### config.mk
export PLATFORM = sky130hd
export DESIGN_NAME = dp_instr_ctrl_flat
export DESIGN_NICKNAME = d
export VERILOG_FILES = /design/src/rtl/dp_instr_ctrl_pkg.sv /design/src/rtl/dp_instr_ctrl_if.sv /design/src/rtl/dp_instr_ctrl_cond_eval.sv /design/src/rtl/dp_instr_ctrl.sv /design/src/flat_wrapper.sv
export SDC_FILE = /design/constraint.sdc
export NUM_CORES = 1
export LEC_CHECK = 0
export CAP_MARGIN = 40
export CORE_UTILIZATION = 39
export DETAILED_ROUTE_END_ITERATION = 7
export PLACE_DENSITY = 0.75
export SYNTH_ARGS = -nofsm -noshare
export SYNTH_HDL_FRONTEND = slang
export SYNTH_SLANG_ARGS = --single-unit
### constraint.sdc
create_clock -name clk -period 2.6 [get_ports clk]
set_input_delay 0.52 -clock clk [delete_from_list [all_inputs] [get_ports clk]]
set_output_delay 0.52 -clock clk [all_outputs]
set_load 0.005 [all_outputs]
### src/rtl/dp_instr_ctrl_pkg.sv
// Shared types and constants for the ARM32 data-processing controller.
package dp_instr_ctrl_pkg;

    localparam int INSTR_W = 32;

    typedef enum logic [2:0] {
        ST_IDLE,
        ST_LOAD,
        ST_EXEC,
        ST_WB,
        ST_SKIP
    } state_t;

    localparam logic [3:0] OP_AND = 4'h0;
    localparam logic [3:0] OP_EOR = 4'h1;
    localparam logic [3:0] OP_SUB = 4'h2;
    localparam logic [3:0] OP_RSB = 4'h3;
    localparam logic [3:0] OP_ADD = 4'h4;
    localparam logic [3:0] OP_ADC = 4'h5;
    localparam logic [3:0] OP_SBC = 4'h6;
    localparam logic [3:0] OP_RSC = 4'h7;
    localparam logic [3:0] OP_TST = 4'h8;
    localparam logic [3:0] OP_TEQ = 4'h9;
    localparam logic [3:0] OP_CMP = 4'hA;
    localparam logic [3:0] OP_CMN = 4'hB;
    localparam logic [3:0] OP_ORR = 4'hC;
    localparam logic [3:0] OP_MOV = 4'hD;
    localparam logic [3:0] OP_BIC = 4'hE;
    localparam logic [3:0] OP_MVN = 4'hF;

    localparam logic [3:0] COND_EQ = 4'h0;
    localparam logic [3:0] COND_NE = 4'h1;
    localparam logic [3:0] COND_CS = 4'h2;
    localparam logic [3:0] COND_CC = 4'h3;
    localparam logic [3:0] COND_MI = 4'h4;
    localparam logic [3:0] COND_PL = 4'h5;
    localparam logic [3:0] COND_VS = 4'h6;
    localparam logic [3:0] COND_VC = 4'h7;
    localparam logic [3:0] COND_HI = 4'h8;
    localparam logic [3:0] COND_LS = 4'h9;
    localparam logic [3:0] COND_GE = 4'hA;
    localparam logic [3:0] COND_LT = 4'hB;
    localparam logic [3:0] COND_GT = 4'hC;
    localparam logic [3:0] COND_LE = 4'hD;
    localparam logic [3:0] COND_AL = 4'hE;
    localparam logic [3:0] COND_NV = 4'hF;

    // Bit positions inside a 4-bit NZCV nibble.
    localparam int FLAG_N = 3;
    localparam int FLAG_Z = 2;
    localparam int FLAG_C = 1;
    localparam int FLAG_V = 0;

    // TST/TEQ/CMP/CMN only set flags and never write a register.
    function automatic logic is_compare(input logic [3:0] op);
        return (op[3:2] == 2'b10);
    endfunction

    // Rotated immediate: zero-extended imm8 rotated right by 2*rot.
    function automatic logic [31:0] expand_imm(input logic [7:0] imm8, input logic [3:0] rot);
        logic [63:0] dbl;
        dbl = {24'b0, imm8, 24'b0, imm8} >> {rot, 1'b0};
        return dbl[31:0];
    endfunction

endpackage

### src/rtl/dp_instr_ctrl_if.sv
// Instruction valid/ready handshake between the instruction source and the controller.
interface dp_instr_ctrl_if;
    import dp_instr_ctrl_pkg::*;

    logic               instr_valid;
    logic [INSTR_W-1:0] instr;
    logic               instr_ready;

    modport master (output instr_valid, output instr, input instr_ready);
    modport slave  (input instr_valid, input instr, output instr_ready);
endinterface

### src/rtl/dp_instr_ctrl_cond_eval.sv
// ARM condition-code check of a cond field against the NZCV flags.
module cond_eval
    import dp_instr_ctrl_pkg::*;
(
    input  logic [3:0] cond,
    input  logic [3:0] nzcv,
    output logic       pass
);

    logic n, z, c, v;

    assign n = nzcv[FLAG_N];
    assign z = nzcv[FLAG_Z];
    assign c = nzcv[FLAG_C];
    assign v = nzcv[FLAG_V];

    // Full EQ..AL table; NV never passes.
    always_comb begin
        pass = 1'b0;
        case (cond)
            COND_EQ: pass = z;
            COND_NE: pass = !z;
            COND_CS: pass = c;
            COND_CC: pass = !c;
            COND_MI: pass = n;
            COND_PL: pass = !n;
            COND_VS: pass = v;
            COND_VC: pass = !v;
            COND_HI: pass = c && !z;
            COND_LS: pass = !c || z;
            COND_GE: pass = (n == v);
            COND_LT: pass = (n != v);
            COND_GT: pass = !z && (n == v);
            COND_LE: pass = z || (n != v);
            COND_AL: pass = 1'b1;
            default: pass = 1'b0;
        endcase
    end

endmodule

### src/rtl/dp_instr_ctrl.sv
// Multi-cycle controller for the ARM32 data-processing datapath; owns the NZCV status register.
//
// state   | meaning
// --------+-------------------------------------------------------------
// IDLE    | instr_ready high, waiting for a valid instruction
// LOAD    | operand registers load (en_ab), immediate presented
// EXEC    | EXEC_LAT ALU cycles, en_c and flag sample on the last one
// WB      | register write (non-compare), flag update, retired pulse
// SKIP    | one dead cycle after a failed condition or non-DP encoding
module dp_instr_ctrl
    import dp_instr_ctrl_pkg::*;
#(
    parameter int DATA_W     = 32,
    parameter int EXEC_LAT   = 1,
    parameter int REG_ADDR_W = 4
) (
    input  logic                  clk,
    input  logic                  rst,
    dp_instr_ctrl_if.slave        in_if,
    input  logic [3:0]            alu_flags,
    output logic [REG_ADDR_W-1:0] ra_addr,
    output logic [REG_ADDR_W-1:0] rb_addr,
    output logic                  en_ab,
    output logic                  sel_imm,
    output logic [DATA_W-1:0]     imm_out,
    output logic [3:0]            alu_op,
    output logic                  en_c,
    output logic                  w_en,
    output logic [REG_ADDR_W-1:0] w_addr,
    output logic [31:0]           status_out,
    output logic                  retired,
    output logic                  skipped,
    output logic                  undef
);

    localparam int CNT_W = 3;

    state_t     state;
    logic [CNT_W-1:0] exec_cnt;
    logic       ready_q;
    logic [3:0] nzcv;
    logic [3:0] flags_q;
    logic [3:0] rn_q, rm_q, rd_q, op_q, rot_q;
    logic [7:0] imm8_q;
    logic       s_q, i_q;
    logic       cond_pass;

    cond_eval u_cond_eval (
        .cond (in_if.instr[31:28]),
        .nzcv (nzcv),
        .pass (cond_pass)
    );

    // Datapath fields come from the latched copy so the source may move on after accept.
    assign in_if.instr_ready = ready_q;
    assign ra_addr    = REG_ADDR_W'(rn_q);
    assign rb_addr    = REG_ADDR_W'(rm_q);
    assign w_addr     = REG_ADDR_W'(rd_q);
    assign alu_op     = op_q;
    assign sel_imm    = i_q;
    assign imm_out    = DATA_W'(expand_imm(imm8_q, rot_q));
    assign status_out = {nzcv, 28'b0};

    // Sequencer: accept, load, execute, write back or skip, with registered strobes.
    always_ff @(posedge clk) begin
        if (rst) begin
            state    <= ST_IDLE;
            exec_cnt <= '0;
            ready_q  <= 1'b1;
            nzcv     <= 4'b0;
            flags_q  <= 4'b0;
            en_ab    <= 1'b0;
            en_c     <= 1'b0;
            w_en     <= 1'b0;
            retired  <= 1'b0;
            skipped  <= 1'b0;
            undef    <= 1'b0;
            rn_q     <= 4'b0;
            rm_q     <= 4'b0;
            rd_q     <= 4'b0;
            op_q     <= 4'b0;
            rot_q    <= 4'b0;
            imm8_q   <= 8'b0;
            s_q      <= 1'b0;
            i_q      <= 1'b0;
        end else begin
            case (state)
                ST_IDLE: begin
                    if (in_if.instr_valid && ready_q) begin
                        ready_q <= 1'b0;
                        i_q     <= in_if.instr[25];
                        op_q    <= in_if.instr[24:21];
                        s_q     <= in_if.instr[20];
                        rn_q    <= in_if.instr[19:16];
                        rd_q    <= in_if.instr[15:12];
                        rot_q   <= in_if.instr[11:8];
                        imm8_q  <= in_if.instr[7:0];
                        rm_q    <= in_if.instr[3:0];
                        if (in_if.instr[27:26] != 2'b00) begin
                            state <= ST_SKIP;
                            undef <= 1'b1;
                        end else if (!cond_pass) begin
                            state   <= ST_SKIP;
                            skipped <= 1'b1;
                        end else begin
                            state <= ST_LOAD;
                            en_ab <= 1'b1;
                        end
                    end
                end
                ST_LOAD: begin
                    en_ab    <= 1'b0;
                    state    <= ST_EXEC;
                    exec_cnt <= CNT_W'(EXEC_LAT - 1);
                    en_c     <= (EXEC_LAT == 1);
                end
                ST_EXEC: begin
                    if (exec_cnt == '0) begin
                        en_c    <= 1'b0;
                        flags_q <= alu_flags;
                        w_en    <= !is_compare(op_q);
                        retired <= 1'b1;
                        state   <= ST_WB;
                    end else begin
                        exec_cnt <= exec_cnt - 1'b1;
                        en_c     <= (exec_cnt == CNT_W'(1));
                    end
                end
                ST_WB: begin
                    w_en    <= 1'b0;
                    retired <= 1'b0;
                    if (s_q || is_compare(op_q)) begin
                        nzcv <= flags_q;
                    end
                    ready_q <= 1'b1;
                    state   <= ST_IDLE;
                end
                ST_SKIP: begin
                    skipped <= 1'b0;
                    undef   <= 1'b0;
                    ready_q <= 1'b1;
                    state   <= ST_IDLE;
                end
                default: begin
                    ready_q <= 1'b1;
                    state   <= ST_IDLE;
                end
            endcase
        end
    end

endmodule

### src/flat_wrapper.sv
// flat-port wrapper written by rule: the top's interface ports become plain ports
module dp_instr_ctrl_flat import dp_instr_ctrl_pkg::*;
#(
    parameter int DATA_W     = 32,
    parameter int EXEC_LAT   = 1,
    parameter int REG_ADDR_W = 4
)
  (clk, rst, alu_flags, ra_addr, rb_addr, en_ab, sel_imm, imm_out, alu_op, en_c, w_en, w_addr, status_out, retired, skipped, undef, in_if_instr_valid, in_if_instr, in_if_instr_ready);
  dp_instr_ctrl_if in_if_i ();
  input  logic clk;
  input  logic rst;
  input  logic [3:0] alu_flags;
  output logic [REG_ADDR_W-1:0] ra_addr;
  output logic [REG_ADDR_W-1:0] rb_addr;
  output logic en_ab;
  output logic sel_imm;
  output logic [DATA_W-1:0] imm_out;
  output logic [3:0] alu_op;
  output logic en_c;
  output logic w_en;
  output logic [REG_ADDR_W-1:0] w_addr;
  output logic [31:0] status_out;
  output logic retired;
  output logic skipped;
  output logic undef;
  input wire logic [$bits(in_if_i.instr_valid)-1:0] in_if_instr_valid;
  input wire logic [$bits(in_if_i.instr)-1:0] in_if_instr;
  output wire logic [$bits(in_if_i.instr_ready)-1:0] in_if_instr_ready;
  assign in_if_i.instr_valid = in_if_instr_valid;
  assign in_if_i.instr = in_if_instr;
  assign in_if_instr_ready = in_if_i.instr_ready;
  dp_instr_ctrl #(.DATA_W(DATA_W), .EXEC_LAT(EXEC_LAT), .REG_ADDR_W(REG_ADDR_W)) u_core (.clk(clk), .rst(rst), .in_if(in_if_i), .alu_flags(alu_flags), .ra_addr(ra_addr), .rb_addr(rb_addr), .en_ab(en_ab), .sel_imm(sel_imm), .imm_out(imm_out), .alu_op(alu_op), .en_c(en_c), .w_en(w_en), .w_addr(w_addr), .status_out(status_out), .retired(retired), .skipped(skipped), .undef(undef));
endmodule
==> out/results.ini <==
[status]
status = completed

[timing]
tightest_slew_ns = 0.586
rsz0062_at_grt = no
drv_slew = 0
setup_viol = 0
hold_viol = 0
period_share_pct = 95.3
relSlewSlack_pct = 60.9
max_freq_ghz = 0.403
tns_ns = 0
finalClockSkew_ns = 0.0112
layout_min_cycle_time_ns = 2.48

[worst_setup_path]
cp_data_arrival_time_ns = 1.96
cp-start-kind = register
cp-end-kind = output port
critPathRequiredTime_ns = 2.08
critPathMaxFanout = 6
critPathKind = reg -> out

[placed_design]
port_buffers = 98
gp_congestion = 0.815
dp_hpwl_um = 5130
placed_cells = 559

[route]
topRoutingLayerUsed = met4
firstDrtPassIters = 4
drc = 0
drt-vias-per-instance = 4.86
drt_iter0_markers = 70
wl_met2_um = 3320
routed_wl_um = 6790
vias = 2753
routedWlPerCell_um = 12.0
wl_met1_um = 3030
wl_met3_um = 354
drtAntennaViolNets = 0

[clocking]
cts.reportedPaths.clkPinSlew_ns = 0.09
cts_tree = built
clk_latency_ns = 0.31
clk_path_buf_depth = 2
numClockSinks = 47
cts_buffers = 5
htree_levels = 2
cts_root_buf = clkbuf_8

[synthesis]
yosysMostFrequentCell = nand2_1
synth_cells = 384
ys.flop_type = dfxtp_1
synth-edff-count = 0
yosysTopAreaCell = dfxtp_1
synth_area_leaders = dfxtp_1, nand2_1, buf_4, a21oi_1, mux2i_1
ys.warnings.count = 0
synthTopCellsByCount = nand2_1, dfxtp_1, nor2_1
ys_async_sr_fraction_pct = 0
synth_area_per_cell_sq_um = 7.60
synth_top_cell_area_share_pct = 32.2
synth-seq-cells = 47
synth_cell_types = 54
ys_seq_area_share_pct = 32.2
synth.cell_area_sq_mm = 0.00292

[global_routing]
grt_pass1_vias = 2370
grt_pass1_wl_um = 10500
grt_max_degree = 35
grt_usage_pct = 17.2
grt_overflow = 0
antenna_found_initial = 0

[die]
die_w_um = 88.5
boundaryPins = 127
die_y_um = 88.5
core_sq_mm = 0.00725
initial_core_util_pct = 40.3
num_rows = 31
dieArea_sq_mm = 0.00784

[finish]
fin_nets = 509
stdcell_count = 567
register_area_sq_um = 951
fillers = 705
multiInputGateArea_sq_mm = 0.00169
utilization_pct = 54.3
synthToLayoutAreaGrowth_pct = 34.8
drive_gt1_share_pct = 8.55
antenna_cells = 0

[power_and_ir_drop]
internal_power_mw = 1.25
swShare_pct = 27.6
power.density_mw_per_mm2 = 440
switching_power_mw = 0.479
p_leak_nw = 1.52
pwr-share-seq_pct = 46.5
max-vdd-ir-drop_v = 0.000372
p_total_mw = 1.73
clkPwrFrac_pct = 31.2
p_comb_share_pct = 22.2

[run]
drv_cap = 0

[hold_path]
holdCritPathClass = reg -> reg

-- path summary, 6_finish.rpt --
kind | cells after the start | from | endpoint | slack [ns]
hold reg to reg | 2 | u_core.w_addr[0] | u_core.w_addr[0] | 0.46
setup / recovery | 5 | u_core.imm8_q[1] | imm_out[31] | 0.12
setup reg to reg | 5 | u_core.state[1] | u_core.imm8_q[0] | 0.82
hold / removal | 2 | u_core.w_addr[0] | u_core.w_addr[0] | 0.46
-- layout make-up --
class / count / share of cell area, %
well taps: 99 / 3.15
multi-input cells: 301 / 42.9
inverters: 5 / 0.477
clock buffers: 5 / 1.75
clock inverters: 3 / 1.11
repair buffers: 107 / 26.5
flip-flops and latches: 47 / 24.1
-- state kept, by name (all words and copies together) (netlist names), 3 cells and up --
| name | cells |
|---|---|
| u_core.rot_q | 4 |
| u_core.alu_op | 4 |
| u_core.state | 3 |
| u_core.nzcv | 4 |
| u_core.flags_q | 4 |
| u_core.exec_cnt | 3 |
| u_core.imm8_q | 8 |
| u_core.ra_addr | 4 |
| u_core.w_addr | 4 |
-- kinds of logic (layout without fill, tap and decap cells) --
| logic type | count (synthesis) | in the layout | share of synthesized area (%) |
|---|---|---|---|
| multiplexers | 22 | 22 | 7.71 |
| AND/OR/NAND/NOR | 166 | 166 | 27.5 |
| adder cells (fa/ha/maj) | 3 | 3 | 1.29 |
| XOR/XNOR | 4 | 4 | 1.20 |
| flip-flops | 47 | 47 | 32.2 |
| other | 1 | 28 | 0.128 |
| buffers and inverters | 63 | 120 | 13.8 |
| AO/OA/AOI/OAI | 78 | 78 | 16.2 |
-- power by group through the flow --
stage          sequential (mW)  clock [mW]  combinational (mW)
2_1_floorplan            0.799           0               0.255
3_3_place_gp             0.820           0               0.378
3_5_place_dp             0.822           0               0.384
4_1_cts                  0.805       0.567               0.387
5_1_grt                  0.813       0.594               0.429
6_report                 0.806       0.541               0.385
-- cell usage in the layout, fill, tap and decap left out, types with 7 or more instances in the layout --
cell / count
clkdlybuf4s50_1: 97
nand2b_1: 7
a21oi_1: 38
nand2_1: 70
conb_1: 28
nor2b_1: 7
buf_4: 9
nand3_1: 7
mux2i_1: 16
o21ai_0: 9
o22ai_1: 7
nor2_1: 40
dfxtp_1: 43
-- critical path, stage by stage, from the launching register on --
cell and delay [ns]:
dfxtp_1 0.46, mux2_2 0.20, a22o_1 0.20, nor2_2 0.05
a211oi_1 0.20, clkdlybuf4s50_1 0.54
-- per-layer routing --
layer  vias to the layer above  GRT usage, %
li1                       1409             -
met1                      1253          20.3
met2                        83          30.8
met3                         8          3.36
met4                         0          6.45
met5                         -             0
-- through the flow --
step	instance area [sq um]	setup slack [ns]	hold WS (ns)
after CTS	3920	0.0335	0.460
after global placement	3800	0.192	0.442
final	3940	0.121	0.456
after detailed placement	3800	0.136	0.447
after global routing	3940	0.0148	0.483
after floorplan	3020	0.787	0.436
-- timing repair --
item,in CTS,in global routing
setup endpoints to repair,24,21
hold buffers,0,0
resized for setup,4,8
buffers inserted,0,0
Note: power is estimated with default switching activity, not from simulation.
